**config.mk**
```make
export PLATFORM = sky130hd
export DESIGN_NAME = vga_tile_render
export DESIGN_NICKNAME = d
export VERILOG_FILES = /design/src/rtl/vga_pkg.sv /design/src/rtl/tile_palette.sv /design/src/rtl/vga_tile_render.sv
export SDC_FILE = /design/constraint.sdc
export NUM_CORES = 1
export LEC_CHECK = 0
export ABC_AREA = 1
export BUFFER_PORTS_ARGS = -buffer_cell sky130_fd_sc_hd__buf_2
export CAP_MARGIN = 20
export CORE_MARGIN = 3
export CORE_UTILIZATION = 53
export CTS_BUF_LIST = sky130_fd_sc_hd__clkbuf_8
export CTS_CLUSTER_DIAMETER = 120
export DETAILED_ROUTE_END_ITERATION = 10
export GPL_TIMING_DRIVEN = 0
export HOLD_SLACK_MARGIN = 0.05
export PLACE_DENSITY = 0.76
export SYNTH_ARGS = -nofsm -noshare
export SYNTH_HDL_FRONTEND = slang
export SYNTH_SLANG_ARGS = --single-unit
```
**constraint.sdc**
```tcl
create_clock -name clk -period 2.1 [get_ports clk]
set_input_delay 0.105 -clock clk [delete_from_list [all_inputs] [get_ports clk]]
set_output_delay 0.105 -clock clk [all_outputs]
set_load 0.03 [all_outputs]
```
**src/rtl/vga_pkg.sv**
```systemverilog
// Shared timing/geometry constants and the sprite register type for the tile renderer.
package vga_pkg;

    localparam int H_START_DEF = 143;
    localparam int V_START_DEF = 32;
    localparam int MAP_COLS    = 40;
    localparam int MAP_ROWS    = 30;
    localparam int TILE_SHIFT  = 4;
    localparam int PIPE_LAT    = 3;
    localparam int SPR_SIZE    = 16;
    localparam int SPR_X_MAX   = 624;
    localparam int SPR_Y_MAX   = 464;

    typedef struct packed {
        logic       en;
        logic [9:0] x;
        logic [8:0] y;
    } sprite_t;

    localparam sprite_t SPR_RESET = '{en: 1'b0, x: 10'd312, y: 9'd232};

endpackage

```
**src/rtl/tile_palette.sv**
```systemverilog
// Fixed 16-entry EGA-style tile palette, combinational lookup.
module tile_palette
    import vga_pkg::*;
(
    input  logic [3:0]  code,
    output logic [11:0] color
);

    always_comb begin
        color = 12'h000;
        case (code)
            4'd0:  color = 12'h000;
            4'd1:  color = 12'h00A;
            4'd2:  color = 12'h0A0;
            4'd3:  color = 12'h0AA;
            4'd4:  color = 12'hA00;
            4'd5:  color = 12'hA0A;
            4'd6:  color = 12'hA50;
            4'd7:  color = 12'hAAA;
            4'd8:  color = 12'h555;
            4'd9:  color = 12'h55F;
            4'd10: color = 12'h5F5;
            4'd11: color = 12'h5FF;
            4'd12: color = 12'hF55;
            4'd13: color = 12'hF5F;
            4'd14: color = 12'hFF5;
            4'd15: color = 12'hFFF;
            default: color = 12'h000;
        endcase
    end

endmodule

```
**src/rtl/vga_tile_render.sv**
```systemverilog
// Three-stage tile-map renderer with one double-buffered 16x16 sprite overlay.
module vga_tile_render
    import vga_pkg::*;
#(
    parameter int          H_START   = H_START_DEF,
    parameter int          V_START   = V_START_DEF,
    parameter logic [11:0] SPR_COLOR = 12'hFFF
) (
    input  logic        clk,
    input  logic        rst,
    input  logic [9:0]  h_cnt,
    input  logic [9:0]  v_cnt,
    input  logic        valid_in,
    input  logic        hs_in,
    input  logic        vs_in,
    output logic [10:0] map_addr,
    input  logic [3:0]  map_data,
    input  logic        spr_we,
    input  logic        spr_en,
    input  logic [9:0]  spr_x,
    input  logic [8:0]  spr_y,
    output logic [3:0]  red,
    output logic [3:0]  green,
    output logic [3:0]  blue,
    output logic        hs_out,
    output logic        vs_out,
    output logic        valid_out
);

    function automatic sprite_t clamp_sprite(input logic en, input logic [9:0] x, input logic [8:0] y);
        sprite_t s;
        s.en = en;
        s.x  = (x > 10'(SPR_X_MAX)) ? 10'(SPR_X_MAX) : x;
        s.y  = (y > 9'(SPR_Y_MAX))  ? 9'(SPR_Y_MAX)  : y;
        return s;
    endfunction

    logic [9:0]  px_s0, py_s0;
    logic [5:0]  col_s0;
    logic [4:0]  row_s0;
    logic [10:0] addr_s0;
    logic        frame_start;

    logic [9:0]  px_p1, py_p1, px_p2, py_p2;
    logic        vld_p1, hs_p1, vs_p1;
    logic        vld_p2, hs_p2, vs_p2;
    logic [11:0] rgb_p3;
    logic        vld_p3, hs_p3, vs_p3;

    sprite_t     spr_act, spr_pend;
    logic        pend_flag;
    logic [11:0] pal_color;
    logic [10:0] px_w, py_w, sx_lo, sx_hi, sy_lo, sy_hi;
    logic        hit;

    assign px_s0   = h_cnt - 10'(H_START);
    assign py_s0   = v_cnt - 10'(V_START);
    assign col_s0  = px_s0[9:TILE_SHIFT];
    assign row_s0  = py_s0[8:TILE_SHIFT];
    // row*40 as shift-add: row*32 + row*8
    assign addr_s0 = ({6'd0, row_s0} << 5) + ({6'd0, row_s0} << 3) + {5'd0, col_s0};
    assign frame_start = (h_cnt == 10'd0) && (v_cnt == 10'd0);

    // Sprite updates only land at frame start so a frame never shows two positions.
    always_ff @(posedge clk) begin
        if (rst) begin
            spr_act   <= SPR_RESET;
            spr_pend  <= SPR_RESET;
            pend_flag <= 1'b0;
        end else begin
            if (frame_start && pend_flag)
                spr_act <= spr_pend;
            if (spr_we) begin
                spr_pend  <= clamp_sprite(spr_en, spr_x, spr_y);
                pend_flag <= 1'b1;
            end else if (frame_start) begin
                pend_flag <= 1'b0;
            end
        end
    end

    tile_palette u_palette (
        .code  (map_data),
        .color (pal_color)
    );

    // 11-bit compare so x+15 / y+15 cannot wrap back into range
    assign px_w  = {1'b0, px_p2};
    assign py_w  = {1'b0, py_p2};
    assign sx_lo = {1'b0, spr_act.x};
    assign sx_hi = sx_lo + 11'(SPR_SIZE - 1);
    assign sy_lo = {2'b0, spr_act.y};
    assign sy_hi = sy_lo + 11'(SPR_SIZE - 1);
    assign hit   = spr_act.en && (px_w >= sx_lo) && (px_w <= sx_hi)
                               && (py_w >= sy_lo) && (py_w <= sy_hi);

    always_ff @(posedge clk) begin
        if (rst) begin
            map_addr <= '0;
            px_p1    <= '0;
            py_p1    <= '0;
            vld_p1   <= 1'b0;
            hs_p1    <= 1'b1;
            vs_p1    <= 1'b1;
            px_p2    <= '0;
            py_p2    <= '0;
            vld_p2   <= 1'b0;
            hs_p2    <= 1'b1;
            vs_p2    <= 1'b1;
            rgb_p3   <= '0;
            vld_p3   <= 1'b0;
            hs_p3    <= 1'b1;
            vs_p3    <= 1'b1;
        end else begin
            // stage 1: position and tile-map address
            map_addr <= valid_in ? addr_s0 : '0;
            px_p1    <= px_s0;
            py_p1    <= py_s0;
            vld_p1   <= valid_in;
            hs_p1    <= hs_in;
            vs_p1    <= vs_in;
            // stage 2: tile RAM registers map_data alongside these
            px_p2    <= px_p1;
            py_p2    <= py_p1;
            vld_p2   <= vld_p1;
            hs_p2    <= hs_p1;
            vs_p2    <= vs_p1;
            // stage 3: colour select
            rgb_p3   <= !vld_p2 ? 12'h000 : (hit ? SPR_COLOR : pal_color);
            vld_p3   <= vld_p2;
            hs_p3    <= hs_p2;
            vs_p3    <= vs_p2;
        end
    end

    assign red       = rgb_p3[11:8];
    assign green     = rgb_p3[7:4];
    assign blue      = rgb_p3[3:0];
    assign hs_out    = hs_p3;
    assign vs_out    = vs_p3;
    assign valid_out = vld_p3;

endmodule

```
==> results.yml, run 1 <==
timing:
  fin_skew_ps: 13.0
  maxSlewHeadroom: 0.522
  period_share: 1.02
  max_freq_mhz: 465
  worst_pin_slew_ps: 717
  layout_setup_ws_ps: -49.9
  setup_viol: 5
  finalHoldViolations: 0
  fin_crit_ps: 2150
  rsz0062_at_grt: "true"
  slew_violations: 0
setup_path:
  crit_family: "simple AND/OR/NAND/NOR gates"
  cp_common_cell: "ha_4"
  endpoint_kind: "flop"
  worstRegToRegCells: 15
  cp-start-kind: "flop"
  crit_type: "flop to flop"
  path_buf_inv: 3
  cp_data_required_time_ps: 2400
  max_stage_delay_ps: 370
  critPathMaxFanout: 5
  slowest_stage: "dfxtp_2"
  crit_chain: "inv_2 > ha_4 > nand3_4 > nand3_2 > xor2_2 > ha_4 > nand2_4 > nor2_2 > nand3_1 > o21ai_0 > inv_1 > nand2_1 > nand4_1 > buf_6 > a21oi_2"
  crit_arrival_ps: 2450
  crit_cells: 15
clock_network:
  root_buffer: "clkbuf_8"
  cts_buffers: 9
  h-tree-depth: 3
  tritoncts: "done"
  cts.sinks: 106
  insertion_delay_ps: 380
  clk_pin_slew_ps: 90
  cts_buffer_depth: 2
global_route:
  grt_first_pass_wirelength_um: 21200
  grt_pass1_vias: 4723
  antenna_found_initial: 0
  grt_overflow: 0
  grt_max_degree: 18
  grt_use_total: 0.233
drt:
  drt_wl_total_um: 13200
  drc: 0
  vias: 4737
  drt_iter0_drc: 167
  wl_per_cell_um: 14.0
  via_per_inst: 5.03
  firstDrtPassIters: 4
  antenna_left: 0
synthesis:
  async_flop_share: 0
  synth-edff-count: 0
  synth_top_family_by_area: "simple AND/OR/NAND/NOR gates"
  synthCells: 661
  synth_fa_ha_area_frac: 0.136
  synth-compound-area-share: 0.116
  synthSimpleGateAreaFrac: 0.200
  syn_area_sq_um: 5180
  ys_ff_latch: 106
  synth_xor_area_frac: 0.0305
  ys.flop_type: "dfxtp_1"
  yosysUniqueCellTypes: 34
  synthMuxAreaShare: 0
  syn_area_per_cell_sq_um: 7.83
  ys_warn_count: 0
  ys_seq_area_frac: 0.410
  synth_nets: 766
placement:
  routabilityCongestion: 0.903
  dp_hpwl_um: 8980
  dp_slack_ps: -547
  placed_area_sq_um: 5750
  port_buffers: 75
floorplan:
  rows: 35
  core_sq_um: 9370
  die_w_um: 105
  ioPinCount: 76
  die-area_sq_um: 11000
  start_util: 0.552
  die_h_um: 105
status:
  outcome: "complete, but fails checks"
  violations: "setup timing"
final_layout:
  design_area_sq_um: 6890
  area_growth_pct: 33.2
  drive_above_1_share: 0.266
  antennaDiodeCount: 0
  fin_nets: 912
hold_path:
  hold-path-cell-count: 4
  hp-class: "input port to flop"
power:
  p_per_area_nw_per_um2: 606
  p_leak_nw: 3.48
  max-vdd-ir-drop_mv: 0.403
job:
  max-cap-violations: 0
## report_power, final
part	leakage [nW]	internal, mW	switching (mW)
registers	0.875	2.11	0.0418
logic	2.49	0.312	0.410
clock network	0.109	0.625	0.682
total	3.48	3.04	1.13
## per-stage QoR
| stage | setup TNS [ps] | utilization | instances | hold slack [ps] | power (mW) |
|---|---|---|---|---|---|
| 2_1_floorplan | -408 | - | 661 | 177 | 2.55 |
| 3_3_place_gp | -3920 | 0.614 | 865 | 288 | 2.72 |
| 3_5_place_dp | -4360 | 0.614 | 865 | 291 | 2.74 |
| 4_1_cts | -361 | 0.697 | 928 | 55.6 | 4.10 |
| 5_1_grt | -1310 | 0.736 | 941 | 104 | 4.35 |
| 6_report | -185 | 0.736 | 941 | 72.8 | 4.18 |
## cells in the final DEF (no fill, tap or decap), types with 21 or more instances in the layout
cell type	instances
a21oi_1	37
dlygate4sd3_1	39
dfxtp_1	100
o21ai_0	29
nor2_1	85
ha_1	46
inv_1	101
nand3_1	21
buf_2	69
buf_4	28
nand2_1	88
## worst reg2reg max path: stages, from the launching register on
cell,delay [ps]
dfxtp_2,370
inv_2,60
ha_4,160
nand3_4,100
nand3_2,90
xor2_2,180
ha_4,300
nand2_4,50
nor2_2,100
nand3_1,90
o21ai_0,80
inv_1,50
nand2_1,80
nand4_1,90
buf_6,150
a21oi_2,120
## layout make-up
type                       count  area (sq um)
clock inverter                 5          61.3
timing repair buffer         135           972
fill                         672          2480
multi-input combinational    421          2840
sequential                   106          2130
tap                          129           161
clock buffer                  11           151
buffer                        23           141
inverter                     111           427
## flip-flops by register name (all words and copies together), names as in the netlist, 5 cells and up
name	cells
px_p1	10
py_p2	10
map_addr	11
spr_pend	20
spr_act	20
px_p2	10
py_p1	10
rgb_p3	5
## path summary, 6_finish.rpt
path | to | slack, ps | from
min | spr_pend[17] | 70 | spr_x[9]
min reg2reg | py_p2[0] | 400 | py_p1[0]
max | rgb_p3[10] | -50 | spr_act[10]
max reg2reg | rgb_p3[10] | -50 | spr_act[10]
## cells by family after synthesis
| logic type | count (synthesis) |
|---|---|
| xor gates and xnor gates | 18 |
| and+or+nand+nor | 246 |
| DFF | 106 |
| AOI/OAI and AO/OA | 102 |
| buffers and inverters | 134 |
| adders and majority gates | 55 |
## repair_timing
action / CTS / global route
pin swaps: 17 / 35
hold buffers: 40 / 0
setup endpoints to repair: 8 / 9
endpoints found under the hold margin: 39 / 0
setup buffers: 7 / 13
gates resized for setup: 33 / 64
## cells in the mapped netlist (9+ instances only)
cell type  instances  share of area
a211oi_2           9          0.022
a21oi_1           50          0.048
clkbuf_1          11         0.0080
dfxtp_1          106           0.41
ha_1              53           0.13
inv_1            110          0.080
nand2_1          100          0.073
nand3_1           29          0.028
nor2_1            92          0.067
o21ai_0           33          0.032
xor2_1            15          0.025
## per-layer routing
layer,GRT usage,vias to the layer above,wire length (um)
met2,0.412,127,6660
met3,0.0463,31,584
met1,0.291,2198,5740
li1,-,2381,-
met5,0,-,0
met4,0.0534,0,222
Power figures use the tool's default switching activity.
==> inputs of run 2 (changes only) <==
TNS_END_PERCENT = 1   (was default)
==> run 2 against run 1 <==
The run still ends with setup timing left. Utilization is 2.9 points lower. Sequential power hardly changed. Non-clock buffer count is 8 lower. Power is 4.4% lower. Sequential cell count stayed put. Critical endpoint is now map_addr[8]. Highest routed layer unchanged.
==> results.yml, run 2 (synthesis gave the netlist of run 1 again) <==
status:
  outcome: "complete, but fails checks"
  violations: "setup timing"
timing:
  fin_skew_ps: 8.69
  setup_viol: 7
  layout_setup_ws_ps: -146
  period_share: 1.07
  worst_pin_slew_ps: 724
  holdWs_ps: 73.7
  finalHoldViolations: 0
  fin_crit_ps: 2250
  rsz0062_at_grt: "true"
  slew_violations: 0
  maxSlewHeadroom: 0.517
  max_freq_mhz: 445
setup_path:
  critPathMaxFanout: 3
  r2r_slack_ps: -140
  endpoint_kind: "flop"
  worstRegToRegCells: 13
  cp_data_required_time_ps: 2360
  crit_arrival_ps: 2510
  cp-start-kind: "input port"
  r2r_end: "rgb_p3[7]"
  rr_startpoint: "spr_act[2]"
  crit_type: "input port to flop"
power:
  max-vdd-ir-drop_mv: 0.415
  power.switching_mw: 1.16
  p_comb_frac: 0.162
  p_seq_frac: 0.539
  p_clk_frac: 0.299
  p_leak_nw: 3.37
  swShare: 0.290
  power_mw: 3.99
  intPower_mw: 2.84
  p_per_area_nw_per_um2: 603
clock_network:
  insertion_delay_ps: 360
  cts.sinks: 106
  h-tree-depth: 3
  cts_buffer_depth: 2
  clk_pin_slew_ps: 110
  cts_buffers: 9
  root_buffer: "clkbuf_8"
  tritoncts: "done"
drt:
  firstDrtPassIters: 5
  drc: 0
  drt_iter0_drc: 197
  drt_wl_total_um: 12800
  via_per_inst: 5.01
  vias: 4670
  antenna_left: 0
  wl_per_cell_um: 13.8
global_route:
  antenna_found_initial: 0
  grt_max_degree: 20
  grt_overflow: 0
  grt_first_pass_wirelength_um: 21700
  grt_use_total: 0.240
  grt_pass1_vias: 4735
floorplan:
  ioPinCount: 76
  start_util: 0.552
  rows: 35
  die_w_um: 105
  die-area_sq_um: 11000
  die_h_um: 105
  core_sq_um: 9370
placement:
  routabilityCongestion: 0.904
  port_buffers: 75
  placed_area_sq_um: 5750
  dp_hpwl_um: 9010
hold_path:
  min-delay-start: "h_cnt[9]"
  hold-path-cell-count: 3
  min_to: "px_p1[9]"
  hp-class: "input port to flop"
job:
  max-cap-violations: 0
final_layout:
  antennaDiodeCount: 0
  area_growth_pct: 28.0
  design_area_sq_um: 6630
  final_cell_mix: "102 x inv_1, 102 x dfxtp_1, 94 x nand2_1"
  reg_top3: "spr_act (20), spr_pend (20), map_addr (11)"
  fin_util: 0.707
  fill_cells: 726
  fin_nets: 904
  drive_above_1_share: 0.234
==> run 2: changes by cell type in the layout (fill, tap and decap cells not counted), sizes merged <==
cell,delta
buf,-8
bufinv,-1
clkbuf,-2
clkinv,+1
dlygate4sd3,+1
dlymetal6s4s,-1
inv,+1
==> run 2: stage by stage <==
| stage | setup TNS [ps] | setup slack [ps] | instances |
|---|---|---|---|
| after floorplan | -413 | -145 | 661 |
| after global placement | -3960 | -512 | 865 |
| after detailed placement | -4360 | -551 | 865 |
| after CTS | -452 | -88.0 | 927 |
| after global routing | -1860 | -284 | 932 |
| final | -829 | -146 | 932 |
==> run 2: power groups by stage <==
stage / Clock [mW] / Sequential [mW] / Combinational [mW]
floorplan: 0 / 2.23 / 0.321
global placement: 0 / 2.19 / 0.525
detailed placement: 0 / 2.20 / 0.539
CTS: 1.22 / 2.15 / 0.608
global route: 1.31 / 2.16 / 0.722
finish: 1.19 / 2.15 / 0.646
==> run 2: cell type report <==
class,instances,area (sq um),share of cell area
buffer,23,141,0.0213
clock buffer,9,124,0.0187
clock inverter,6,61.3,0.00925
inverter,111,419,0.0633
multi-input combinational,421,2710,0.409
sequential,106,2130,0.321
tap,129,161,0.0244
timing repair buffer,127,878,0.133
==> run 2: timing repair <==
item	in CTS	in global routing
setup buffers	7	5
hold buffers	40	0
setup endpoints to repair	8	9
endpoints found under the hold margin	39	0
pin swaps	13	20
gates resized for setup	29	25
==> run 2: worst max path at each step <==
stage / slack (ps) / startpoint / endpoint
2_1_floorplan: -150 / h_cnt[6] / map_addr[10]
3_3_place_gp: -510 / h_cnt[0] / map_addr[10]
3_5_place_dp: -550 / h_cnt[0] / map_addr[10]
4_1_cts: -90 / spr_act[9] / rgb_p3[7]
5_1_grt: -280 / h_cnt[1] / map_addr[8]
6_report: -150 / h_cnt[1] / map_addr[8]
==> run 2: layer usage <==
metal / part of all wire / wire length (um) / global-route usage / vias to the layer above
met5: 0 / 0 / 0 / -
met4: 0.020 / 257 / 0.0825 / 0
met3: 0.059 / 762 / 0.0414 / 25
met2: 0.49 / 6350 / 0.424 / 163
met1: 0.43 / 5480 / 0.293 / 2125
li1: - / - / - / 2357
==> run 2: worst max-delay path, stage by stage <==
cell	delay, ps
buf_2	140
ha_4	140
nand2_1	70
nor2_2	150
inv_1	90
nand3_2	80
nand2_2	70
xor2_2	170
inv_1	60
ha_1	290
ha_2	200
fa_2	390
nand2_1	60
inv_1	50
o21ai_1	130
nand2_1	110
o21ai_1	130
a21oi_1	50
==> inputs of run 3 (changes only) <==
CELL_PAD_IN_SITES_DETAIL_PLACEMENT = 0   (was default)
CELL_PAD_IN_SITES_GLOBAL_PLACEMENT = 2   (was default)
CORE_UTILIZATION = 31   (was 53)
==> run 3 against run 2 <==
The flow still finishes with violations (setup timing). Via count fell by 5.2%. Sequential power barely moved. Clock power barely moved. First-iteration DRC count fell by 22%. Clock skew rose by 3.7 ps. Sequential cell count did not move. Worst setup slack improved by 22 ps. Highest routed layer unchanged. Sequential share of layout area fell by 0.24 points. Global-route usage fell by 9.2 points. Utilization fell by 29 points. Critical endpoint is now rgb_p3[9].
==> results.yml, run 3 (synthesis gave the netlist of run 1 again) <==
drt:
  via_per_inst: 4.35
  drt_iter0_drc: 154
  drc: 0
  antenna_left: 0
  firstDrtPassIters: 4
  drt_wl_total_um: 13200
  wl_per_cell_um: 12.9
  vias: 4429
timing:
  max_freq_mhz: 450
  fin_skew_ps: 12.4
  setup_viol: 7
  period_share: 1.06
  rsz0062_at_grt: "true"
  layout_setup_ws_ps: -124
  finalHoldViolations: 0
  fin_crit_ps: 2220
  slew_violations: 0
  worst_pin_slew_ps: 755
  maxSlewHeadroom: 0.496
status:
  outcome: "complete, but fails checks"
  violations: "setup timing"
setup_path:
  critPathMaxFanout: 5
  rr_startpoint: "spr_act[9]"
  r2r_slack_ps: -120
  cp_data_required_time_ps: 2420
  crit_arrival_ps: 2550
  worstRegToRegCells: 16
  crit_type: "flop to flop"
  r2r_end: "rgb_p3[9]"
  endpoint_kind: "flop"
  cp-start-kind: "flop"
clock_network:
  root_buffer: "clkbuf_8"
  cts_buffers: 9
  cts_buffer_depth: 2
  cts.sinks: 106
  clk_pin_slew_ps: 110
  insertion_delay_ps: 380
  h-tree-depth: 3
  tritoncts: "done"
floorplan:
  core_sq_um: 16100
  ioPinCount: 76
  start_util: 0.321
  die_w_um: 135
  rows: 46
  die_h_um: 135
  die-area_sq_um: 18300
global_route:
  grt_max_degree: 20
  grt_pass1_vias: 4409
  grt_use_total: 0.147
  antenna_found_initial: 0
  grt_overflow: 0
  grt_first_pass_wirelength_um: 21400
power:
  swShare: 0.291
  p_clk_frac: 0.304
  p_seq_frac: 0.540
  p_per_area_nw_per_um2: 592
  p_leak_nw: 3.36
  power_mw: 3.98
  intPower_mw: 2.82
  max-vdd-ir-drop_mv: 0.365
  power.switching_mw: 1.16
  p_comb_frac: 0.157
final_layout:
  final_common_cell: "inv_1"
  area_growth_pct: 29.7
  antennaDiodeCount: 0
  fin_nets: 901
  reg_top3: "spr_act (20), spr_pend (20), map_addr (11)"
  final_cell_mix: "102 x inv_1, 98 x dfxtp_1, 95 x nand2_1"
  drive_above_1_share: 0.230
placement:
  dp_hpwl_um: 10300
  port_buffers: 75
  routabilityCongestion: 0.820
  dp_slack_ps: -609
hold_path:
  min_to: "spr_pend[17]"
  hold-path-cell-count: 4
  min-delay-start: "spr_x[9]"
  hp-class: "input port to flop"
job:
  max-cap-violations: 0
-- run 3: changes by cell type in the layout (fill, tap and decap cells not counted), sizes merged --
cell / before / now
dlygate4sd3: 40 / 41
buf: 99 / 95
inv: 115 / 116
-- run 3: final cells by class --
cell class | instances | area [sq um]
Tap cell | 216 | 270
Clock inverter | 7 | 60.1
Buffer | 23 | 141
Timing Repair Buffer | 124 | 852
Clock buffer | 9 | 124
Sequential cell | 106 | 2140
Inverter | 111 | 424
Fill cell | 1700 | 9400
Multi-Input combinational cell | 421 | 2700
-- run 3: how the worst max path moves through the flow --
stage               slack, ps         from           end
global placement         -600     h_cnt[0]  map_addr[10]
detailed placement       -610     h_cnt[0]  map_addr[10]
finish                   -120   spr_act[9]     rgb_p3[9]
global route             -200  spr_act[10]     rgb_p3[9]
CTS                      -200  spr_act[10]     rgb_p3[3]
floorplan                -150     h_cnt[6]  map_addr[10]
-- run 3: through the flow --
stage	hold slack, ps	area [sq um]	std cells	setup TNS (ps)	util
floorplan	177	5220	661	-413	-
global placement	286	5860	952	-5170	0.364
detailed placement	290	5860	952	-4890	0.364
CTS	52.5	6610	1014	-948	0.410
global route	90.8	6720	1017	-1440	0.417
finish	76.4	6720	1017	-560	0.417
-- run 3: timing repair --
action / in CTS / in global routing
hold buffers: 41 / 0
endpoints found under the setup margin: 8 / 8
setup buffers: 5 / 3
endpoints found under the hold margin: 40 / 0
pin swaps: 13 / 19
gates resized for setup: 37 / 24
-- run 3: layer usage --
layer | vias to the layer above | GRT usage | routed length [um]
met1 | 1984 | 0.198 | 6500
met5 | - | 0 | 0
met3 | 6 | 0.0279 | 474
li1 | 2357 | - | -
met4 | 0 | 0.0386 | 102
met2 | 82 | 0.244 | 6080
-- run 3: critical path, cell delays in order (launching register included) --
cell and delay (ps):
dfxtp_4 380, inv_6 50, ha_4 160, nand3_4 110, nand3_4 80, xor2_2 160, ha_1 300, nand2_2 100
inv_2 40, a21oi_2 120, nand2_1 60, nand2_1 70, nand2_1 60, nand2_2 80, nand4_1 120, buf_6 160
a21oi_2 130
-- run 3: power groups by stage --
stage	logic, mW	registers, mW	clock network, mW
detailed placement	0.551	2.20	0
finish	0.623	2.15	1.21
global placement	0.548	2.20	0
floorplan	0.321	2.23	0
global route	0.711	2.16	1.34
CTS	0.621	2.15	1.27
